**src/rtl/strobe_gen.sv**
```systemverilog
// ============================================================================
//  Module      : strobe_gen
//  Description : Replays synchronous write requests as a slow, edge-encoded
//                write clock `c` with held data `d`. Requests are queued in a
//                small FIFO and played out one at a time as
//                SETUP (c=0) -> HIGH (c=1) -> LOW (c=0) -> IDLE, so a
//                downstream register clocked by the rising edge of `c`
//                captures `d` exactly once per request.
//  Revision    : 1.0 - initial release
// ----------------------------------------------------------------------------
//  Ports
//    clock    in   system clock, all state updates on its rising edge
//    resb     in   asynchronous reset, active low
//    wr_valid in   write request present
//    wr_ready out  FIFO can accept (transfer when wr_valid & wr_ready)
//    wr_data  in   [DW-1:0] data for the request
//    c        out  generated write clock (registered)
//    d        out  [DW-1:0] generated data (registered)
//    busy     out  sequencer active or requests still queued
//    level    out  [$clog2(DEPTH):0] number of queued, not yet started requests
// ----------------------------------------------------------------------------
//  Build option
//    STROBE_GEN_BYPASS_EN : a request accepted while idle with an empty FIFO
//                           is started at the accept edge, skipping the FIFO.
// ============================================================================
`default_nettype none

module strobe_gen #(
   parameter int DW    = 8,
   parameter int SETUP = 1,
   parameter int HIGH  = 2,
   parameter int LOW   = 2,
   parameter int DEPTH = 4
) (
   input  logic                     clock,
   input  logic                     resb,
   input  logic                     wr_valid,
   output logic                     wr_ready,
   input  logic [DW-1:0]            wr_data,
   output logic                     c,
   output logic [DW-1:0]            d,
   output logic                     busy,
   output logic [$clog2(DEPTH):0]   level
);

   localparam int AW = $clog2(DEPTH);

   // Counter reload values; each phase lasts (reload + 1) cycles.
   localparam logic [3:0]  C_SETUP_LD = (SETUP == 0) ? 4'd0 : 4'(SETUP - 1);
   localparam logic [3:0]  C_HIGH_LD  = 4'(HIGH - 1);
   localparam logic [3:0]  C_LOW_LD   = 4'(LOW - 1);
   localparam logic [AW:0] C_FULL     = (AW + 1)'(DEPTH);
   localparam logic [AW:0] C_ONE      = (AW + 1)'(1);

   typedef enum logic [1:0] {
      ST_IDLE  = 2'd0,
      ST_SETUP = 2'd1,
      ST_HIGH  = 2'd2,
      ST_LOW   = 2'd3
   } state_t;

   state_t          state_q;
   logic [3:0]      cnt_q;
   logic            c_q;
   logic [DW-1:0]   d_q;
   logic            init_q;

   logic [DW-1:0]   mem_q [DEPTH];
   logic [AW-1:0]   wr_ptr_q, wr_ptr_d;
   logic [AW-1:0]   rd_ptr_q, rd_ptr_d;
   logic [AW:0]     level_q,  level_d;

   logic            push_req;
   logic            bypass;
   logic            fifo_push;
   logic            pop;
   logic [DW-1:0]   load_data;

   // init_q keeps wr_ready low until the first edge after reset release.
   assign wr_ready  = init_q & (level_q != C_FULL);
   assign push_req  = wr_valid & wr_ready;

`ifdef STROBE_GEN_BYPASS_EN
   assign bypass    = push_req & (state_q == ST_IDLE) & (level_q == '0);
`else
   assign bypass    = 1'b0;
`endif

   assign fifo_push = push_req & ~bypass;
   assign pop       = (state_q == ST_IDLE) & (level_q != '0);
   assign load_data = pop ? mem_q[rd_ptr_q] : wr_data;

   assign c     = c_q;
   assign d     = d_q;
   assign level = level_q;
   assign busy  = (state_q != ST_IDLE) | (level_q != '0);

   // ------------------------------------------------------------------------
   // FIFO bookkeeping
   // ------------------------------------------------------------------------
   always_comb begin
      wr_ptr_d = wr_ptr_q;
      rd_ptr_d = rd_ptr_q;
      level_d  = level_q;
      if (fifo_push) begin
         wr_ptr_d = wr_ptr_q + 1'b1;
      end
      if (pop) begin
         rd_ptr_d = rd_ptr_q + 1'b1;
      end
      case ({fifo_push, pop})
         2'b10:   level_d = level_q + C_ONE;
         2'b01:   level_d = level_q - C_ONE;
         default: level_d = level_q;
      endcase
   end

   always_ff @(posedge clock or negedge resb) begin
      if (!resb) begin
         wr_ptr_q <= '0;
         rd_ptr_q <= '0;
         level_q  <= '0;
         init_q   <= 1'b0;
      end else begin
         wr_ptr_q <= wr_ptr_d;
         rd_ptr_q <= rd_ptr_d;
         level_q  <= level_d;
         init_q   <= 1'b1;
      end
   end

   // Storage needs no reset: occupancy is tracked by the pointers.
   always_ff @(posedge clock) begin
      if (fifo_push) begin
         mem_q[wr_ptr_q] <= wr_data;
      end
   end

   // ------------------------------------------------------------------------
   // Strobe sequencer. Reset forces c low asynchronously so an aborted
   // write never produces a spurious rising edge.
   // ------------------------------------------------------------------------
   always_ff @(posedge clock or negedge resb) begin
      if (!resb) begin
         state_q <= ST_IDLE;
         cnt_q   <= '0;
         c_q     <= 1'b0;
         d_q     <= '0;
      end else begin
         case (state_q)
            ST_IDLE: begin
               if (pop || bypass) begin
                  d_q <= load_data;
                  if (SETUP == 0) begin
                     c_q     <= 1'b1;
                     state_q <= ST_HIGH;
                     cnt_q   <= C_HIGH_LD;
                  end else begin
                     state_q <= ST_SETUP;
                     cnt_q   <= C_SETUP_LD;
                  end
               end
            end
            ST_SETUP: begin
               if (cnt_q == 4'd0) begin
                  c_q     <= 1'b1;
                  state_q <= ST_HIGH;
                  cnt_q   <= C_HIGH_LD;
               end else begin
                  cnt_q <= cnt_q - 4'd1;
               end
            end
            ST_HIGH: begin
               if (cnt_q == 4'd0) begin
                  c_q     <= 1'b0;
                  state_q <= ST_LOW;
                  cnt_q   <= C_LOW_LD;
               end else begin
                  cnt_q <= cnt_q - 4'd1;
               end
            end
            ST_LOW: begin
               if (cnt_q == 4'd0) begin
                  state_q <= ST_IDLE;
               end else begin
                  cnt_q <= cnt_q - 4'd1;
               end
            end
            default: begin
               state_q <= ST_IDLE;
               c_q     <= 1'b0;
            end
         endcase
      end
   end

endmodule

`default_nettype wire
```
**config.mk**
```make
export PLATFORM = sky130hd
export DESIGN_NAME = strobe_gen
export DESIGN_NICKNAME = d
export VERILOG_FILES = /design/src/rtl/strobe_gen.sv
export SDC_FILE = /design/constraint.sdc
export NUM_CORES = 1
export LEC_CHECK = 0
export CAP_MARGIN = 25
export CORE_MARGIN = 4
export CORE_UTILIZATION = 45
export DETAILED_ROUTE_END_ITERATION = 8
export GPL_ROUTABILITY_DRIVEN = 0
export PLACE_DENSITY = 0.66
export SETUP_SLACK_MARGIN = 0.15
export SYNTH_ARGS = -nofsm -noshare
export SYNTH_HDL_FRONTEND = slang
export SYNTH_SLANG_ARGS = --single-unit
```
**constraint.sdc**
```tcl
create_clock -name clock -period 5.8 [get_ports clock]
set_input_delay 1.16 -clock clock [delete_from_list [all_inputs] [get_ports clock]]
set_output_delay 1.16 -clock clock [all_outputs]
set_load 0.02 [all_outputs]
```
After elaboration in Yosys (flattened, before gate mapping)
Memories as Yosys holds them, arrays and structs flattened. A register that Yosys moved wholly into a read port is not among the register bits.
Cells that the tools add are included.
- add/sub/neg operators: 5
- eq/ne operators: 11
- multiplexer cells: 15
- bitwise operators: 4
- reductions and logical operators: 12
- operators by type and width (kind ; number):
    4-bit two-way mux ; 3
    4-bit case mux with 3 select lines ; 1
    2-bit != test, second input constant ; 5
    2-bit two-way mux ; 4
    2-bit case mux with 4 select lines ; 1
    2-bit == test, second input constant ; 3
    3-bit case mux with 2 select lines ; 1
    2-bit nonzero test ; 3
    2-bit by 1-bit adder with 2-bit output, second input constant ; 2
    2-bit by 1-bit == test with 1-bit output, second input constant ; 2
    4-bit zero test ; 1
    1-bit two-way mux ; 4
    2-bit AND reduction ; 2
    4-bit AND reduction ; 1
    4-bit by 1-bit subtractor with 4-bit output, second input constant ; 1
    3-bit by 1-bit adder with 3-bit output, second input constant ; 1
    1-bit bitwise AND ; 3
    3-bit != test, second input constant ; 1
    3-bit AND reduction ; 1
    3-bit nonzero test ; 1
    3-bit by 1-bit subtractor with 3-bit output, second input constant ; 1
    2-bit zero test ; 1
    1-bit case mux with 2 select lines ; 1
    2-bit OR reduction ; 1
    2 further kinds ; 2
- bits in registers: 15
- memory bits (writable): 32
- bits of input ports: 11
- output and inout bits: 14
- word-level logic and storage cells: 55
- memories: 1
- memories (name ; words ; width ; rd ports ; clocked after memory_dff ; wr ports ; RTL line ; RTL):
    mem_q ; 4 ; 8 ; 1 ; 1 ; 1 ; 68 ; logic [DW-1:0] mem_q [DEPTH];

Depth between registers and ports, before layout
Gate-level depths: netlist of the first run.
- word-level depth: 5
- gate-level depth with buffers: 10

Worst setup path before layout of the first run
Ideal clock, no wire load.
- kind: register -> output
- start point: register state_q[0]
- end point: output busy
- arrival time: 1.268 ns
- data required time: 4.640 ns
- setup slack: 3.372 ns
- stages on the path, launching flop included: 5
- buffers on the path: 1
- cell sequence: dfrtp_1 inv_1 ha_1 or4b_1 buf_2
- longest elaborated chain between the ends: 2
- ends and longest elaborated chain (element ; RTL line ; RTL):
    start, declared ; 62 ; state_t state_q;
    start signal, assigned ; 145 ; state_q <= ST_IDLE;
    start signal, assigned ; 156 ; state_q <= ST_HIGH;
    start signal, assigned ; 159 ; state_q <= ST_SETUP;
    2-bit nonzero test ; 96 ; assign busy = (state_q != ST_IDLE) | (level_q != '0);
    1-bit OR ; 96 ;
    end, declared ; 42 ; output logic busy,
Every way passes these cells.

Worst setup path in the final report of the first run
Ends and elaborated chain as after synthesis.

==> impl_metrics.csv, run 1 <==
group,metric,value,unit
run_status,status,"completed",
power,ir_drop,203.2,uV
clock_network,cts_resized,0,
clock_network,clock_latency,0.30,ns
timing,rsz0062_at_grt,"no",
synth,syn_avg_cell_area,14.69,sq um
finish,stdcell_area,2784,sq um
global_routing,grt_overflow,0,
synth,synth-main-ff-cell,"edfxtp_1",
routing,via_count,1325,
worst_setup_path,worstSetupPathType,"reg2out",
timing,whs,0.4858,ns
worst_setup_path,rr_endpoint,"level[2]",
die,coreArea,5107,sq um
clock_network,cts_buffers,5,
worst_setup_path,cp_max_fo,6,
die,fp.dieH,80.49,um
power,p_leak,0.001109,uW
routing,ant_nets,0,
timing,tns,0,ns
synth,synth_cells,161,
hold_path,worstHoldStart,"d[5]",
routing,drt_pass1_iterations,4,
placement,io_buffers,24,
finish,fillers,428,
timing,fin_crit_sh,0.5845,
synth,ys_async_sr_fraction,0.4182,
finish,fin_nets,213,
clock_network,clkTransAtPathRegs,0.10,ns
timing,clock_skew,0.008364,ns
worst_setup_path,reg2reg_from,"level[1]",
clock_network,clock_path_buffers,2,
worst_setup_path,cp-start-kind,"register",
timing,hold_violations,0,
finish,drive_gt1_frac,0.1099,
synth,synth_area,2365,sq um
clock_network,numClockSinks,55,
worst_setup_path,regToRegSetupSlack,3.26,ns
timing,period_needed,3.390,ns
worst_setup_path,crit_arrival,2.23,ns
synth,synthXorXnorAreaFrac,0.02222,
global_routing,first_global_vias,1422,
global_routing,grt_pass1_wl,6368,um
timing,finalSetupViolations,0,
global_routing,grt.total_usage,0.1313,
synth,synthAdderAreaFrac,0.06667,
clock_network,cts-hold-fix-buffers,0,
worst_setup_path,cp-end-kind,"output pin",
synth,ys_ff_latch,55,
timing,fmax,295.0,MHz
synth,ys_warn_count,0,
hold_path,min_path_cells,2,
routing,via_per_inst,5.077,
synth,ys_seq_area_frac,0.6497,
synth,ys_types,36,
placement,dpl.hpwl,2850,um
synth,synth_top_family_by_area,"simple AND/OR/NAND/NOR gates",
synth,netlist_top_cells_count,"32 x edfxtp_1, 28 x nand2_1, 23 x dfrtp_1",
global_routing,antenna_found_initial,0,
timing,max_slew_margin,0.3889,
synth,syn-num-nets,184,
finish,antenna_cells,0,
synth,synth-simple-area-share,0.09577,
clock_network,cts_tree,"yes",
hold_path,hold_path_end,"d[5]",
routing,dr.first_iter.drc_count,60,
die,die_x,80.49,um
clock_network,root_buffer,"clkbuf_8",
die,ios,25,
worst_setup_path,rr_worst_depth,8,
synth,synthMuxAreaShare,0.08995,
placement,placed_cell_area,2694,sq um
power,powerDensity,511.8,nW/um^2
routing,totalWireLength,3857,um
timing,timing.final.max_slew_violations,0,
worst_setup_path,required,4.64,ns
clock_network,h-tree-depth,2,
routing,drc,0,
finish,area_growth,17.72,%
timing,tightest_slew,0.9112,ns
die,start_util,0.4630,
global_routing,grt_max_degree,18,
job,cap_violations,0,
power,power,1425,uW
synth,yosysTopAreaCell,"edfxtp_1",
synth,synth_most_common_cell,"edfxtp_1",
synth,synth_edf_count,32,
synth,synth_top_area_frac,0.4063,
hold_path,hp-class,"reg2reg",
routing,detail_route.wl_per_cell,14.78,um
clock_network,postCtsSetupBuffers,0,
synth,synth-compound-area-share,0.04762,
die,rows,26,
die,die_area,6479,sq um
synth,ys_top_cells_by_area,"edfxtp_1 41%, dfrtp_1 24%, mux4_2 7.6%",
## area by class of cell
cell class	count	area, sq um	area share
Inverter	13	48.80	0.01753
Sequential cell	55	1536	0.5519
Clock buffer	6	72.57	0.02607
Timing Repair Buffer	25	255.2	0.09169
Multi-Input combinational cell	90	765.7	0.2751
Clock inverter	2	17.52	0.006292
Tap cell	70	87.58	0.03146
## routing by layer
layer,GRT usage,up-vias,share of wire
li1,-,628,-
met1,0.1505,673,0.42
met2,0.2392,20,0.54
met3,0.03027,4,0.037
met4,0.04392,0,0.0078
met5,0,-,0
## state kept, by name, summed over array words and instances (netlist names)
| signal | count |
|---|---|
| rd_ptr_q | 2 |
| level | 3 |
| cnt_q | 4 |
| d | 8 |
| state_q | 2 |
| init_q | 1 |
| wr_ptr_q | 2 |
| mem_q | 32 |
| c | 1 |
## cells in the final DEF (no fill, tap or decap), types with 3 or more instances in the layout
cell type        synthesis  final
clkbuf_8                 0      5
o21ai_0                  3      3
inv_1                   12     12
nor2_1                   3      3
nor3_1                   3      3
mux4_2                   8      8
edfxtp_1                32     32
xnor2_1                  5      5
ha_1                    11     11
dfrtp_1                 23     23
and2_1                   4      4
clkdlybuf4s50_1          0     24
nand2_1                 28     28
## power breakdown
part / internal [uW] / switching (uW) / total [uW]
clock: 86.9 / 118 / 205
sequential: 518 / 95.8 / 614
combinational: 296 / 309 / 606
## how the worst max path moves through the flow
stage / from / endpoint / slack, ns
finish: state_q[0] / busy / 2.41
global route: state_q[0] / busy / 2.34
CTS: state_q[0] / busy / 2.42
detailed placement: state_q[0] / busy / 2.75
global placement: state_q[0] / busy / 2.83
floorplan: state_q[0] / busy / 3.37
## worst max-delay path, stage by stage (launching register included)
cell and delay (ns):
dfrtp_1 0.41, inv_1 0.11, ha_1 0.24, or4b_1 0.59, clkdlybuf4s50_1 0.60
## kinds of logic (layout without fill, tap and decap cells)
group	after synthesis	in the layout
flip-flops	55	55
AND/OR/NAND/NOR	46	46
buffers and inverters	16	46
AO/OA/AOI/OAI	14	14
adder cells (fa/ha/maj)	12	12
multiplexers	11	11
XOR/XNOR	6	6
other	1	1
## through the flow
stage	utilization	worst slack (ns)	cells
global route	0.5451	2.343	261
floorplan	-	3.372	161
finish	0.5451	2.410	261
detailed placement	0.5274	2.749	253
global placement	0.5245	2.832	252
CTS	0.5451	2.417	261
Note: power is estimated with default switching activity, not from simulation.
==> inputs of run 2 (changes only) <==
==> constraint.sdc (replaced) <==
create_clock -name clock -period 3.35 [get_ports clock]
set_input_delay 0.67 -clock clock [delete_from_list [all_inputs] [get_ports clock]]
set_output_delay 0.67 -clock clock [all_outputs]
set_load 0.02 [all_outputs]
==> run 2 against run 1 <==
Against the previous run: cell count is 0.38% higher; final area rose by 0.76%; non-clock buffer count grew 1; sequential share of layout area decreased by 0.42 points; global-route usage rose by 0.88 points; largest cell class unchanged; highest routed layer unchanged.
==> impl_metrics.csv, run 2 (synthesis results as in run 1) <==
group,metric,value,unit
clock_network,clkTransAtPathRegs,0.10,ns
clock_network,cts-hold-fix-buffers,0,
global_routing,grt.total_usage,0.1401,
routing,ant_nets,0,
global_routing,antenna_found_initial,0,
clock_network,h-tree-depth,2,
global_routing,grt_max_degree,24,
timing,clock_skew,0.01381,ns
worst_setup_path,cp-start-kind,"register",
timing,timing.final.max_slew_violations,0,
job,cap_violations,0,
timing,hold_violations,0,
finish,fillers,441,
timing,max_slew_margin,0.5508,
routing,via_count,1303,
worst_setup_path,startpoint,"state_q[0]",
worst_setup_path,regToRegSetupSlack,1.15,ns
worst_setup_path,rr_endpoint,"level[2]",
power,ir_drop,379.0,uV
worst_setup_path,cp-end-kind,"output pin",
worst_setup_path,reg2reg_from,"state_q[0]",
finish,drive_gt1_frac,0.1146,
routing,dr.first_iter.drc_count,61,
worst_setup_path,required,2.68,ns
placement,io_buffers,24,
clock_network,cts_buffers,5,
routing,detail_route.wl_per_cell,15.03,um
hold_path,hold_path_end,"d[7]",
placement,placed_cell_area,2694,sq um
placement,dpl.hpwl,2735,um
routing,via_per_inst,4.973,
finish,final_common_cell,"edfxtp_1",
worst_setup_path,worstSetupPathType,"reg2out",
die,die_x,80.49,um
clock_network,cts_tree,"yes",
routing,drt_pass1_iterations,4,
clock_network,root_buffer,"clkbuf_8",
global_routing,grt_overflow,0,
timing,fmax,342.8,MHz
finish,area_growth,18.62,%
timing,tightest_slew,0.6723,ns
clock_network,numClockSinks,55,
worst_setup_path,rr_worst_depth,10,
finish,seq_area,1536,sq um
routing,drc,0,
power,powerDensity,912.0,nW/um^2
routing,totalWireLength,3938,um
clock_network,clock_latency,0.31,ns
hold_path,hp-class,"reg2reg",
finish,stdcell_area,2805,sq um
timing,fin_crit_sh,0.8707,
finish,largest_reg_flops,32,
die,die_area,6479,sq um
timing,tns,0,ns
finish,largest_register,"mem_q",
finish,antenna_cells,0,
timing,finalSetupViolations,0,
run_status,status,"completed",
die,fp.dieH,80.49,um
finish,fin_nets,214,
finish,mostFrequentLayoutCells,"32 x edfxtp_1, 28 x nand2_1, 24 x clkdlybuf4s50_1, 23 x dfrtp_1, 12 x inv_1",
hold_path,worstHoldStart,"d[7]",
clock_network,cts_resized,0,
worst_setup_path,cp_max_fo,6,
finish,multi_input_comb_area,765.7,sq um
die,start_util,0.4630,
global_routing,grt_pass1_wl,6617,um
timing,period_needed,2.917,ns
global_routing,first_global_vias,1320,
clock_network,clock_path_buffers,2,
worst_setup_path,crit_arrival,2.25,ns
clock_network,postCtsSetupBuffers,0,
hold_path,min_path_cells,2,
die,rows,26,
timing,rsz0062_at_grt,"no",
die,ios,25,
power,p_leak,0.001121,uW
die,coreArea,5107,sq um
==> run 2: cell count changes in the layout (fill, tap and decap cells not counted) <==
cell | before | now
inv_6 | 0 | 1
buf_8 | 1 | 0
buf_4 | 0 | 2
clkinv_4 | 2 | 0
bufinv_16 | 0 | 1
==> run 2: worst max path at each step <==
stage / cells past startpoint / to
after floorplan: 6 / level[1]
final: 4 / busy
after detailed placement: 4 / busy
after global placement: 4 / busy
after CTS: 4 / busy
after global routing: 4 / busy
==> run 2: metal layers <==
layer | vias to the layer above | GRT usage | share of wire
li1 | 634 | - | -
met2 | 22 | 0.2301 | 0.51
met5 | - | 0 | 0
met1 | 643 | 0.1723 | 0.44
met3 | 4 | 0.04372 | 0.040
met4 | 0 | 0.05405 | 0.0094
==> run 2: cell type report <==
type | instances | area share
flip-flops and latches | 55 | 0.5477
repair buffers | 26 | 0.09099
inverters | 13 | 0.01740
multi-input cells | 90 | 0.2730
clock inverters | 2 | 0.01383
well taps | 70 | 0.03122
clock buffers | 6 | 0.02587
==> run 2: metrics by stage <==
step | instances | util | setup WS (ns) | power, uW | hold slack [ns]
5_1_grt | 262 | 0.5492 | 0.3536 | 2759 | 0.5252
3_3_place_gp | 254 | 0.5274 | 0.8684 | 2093 | 0.4619
4_1_cts | 262 | 0.5492 | 0.4394 | 2591 | 0.4912
6_report | 262 | 0.5492 | 0.4332 | 2558 | 0.4802
3_5_place_dp | 254 | 0.5274 | 0.7959 | 2150 | 0.4695
2_1_floorplan | 161 | - | 1.199 | 1788 | 0.3744
==> run 2: critical path: stages, from the launching register on <==
cell and delay (ns):
dfrtp_1 0.42, inv_1 0.11, ha_1 0.23, or4b_1 0.58
clkdlybuf4s50_1 0.59
==> run 2: report_power, final <==
| part | internal, uW | switching (uW) | total (uW) |
|---|---|---|---|
| registers | 898 | 165 | 1060 |
| logic | 521 | 538 | 1060 |
| clock network | 226 | 211 | 437 |
| total | 1640 | 914 | 2560 |
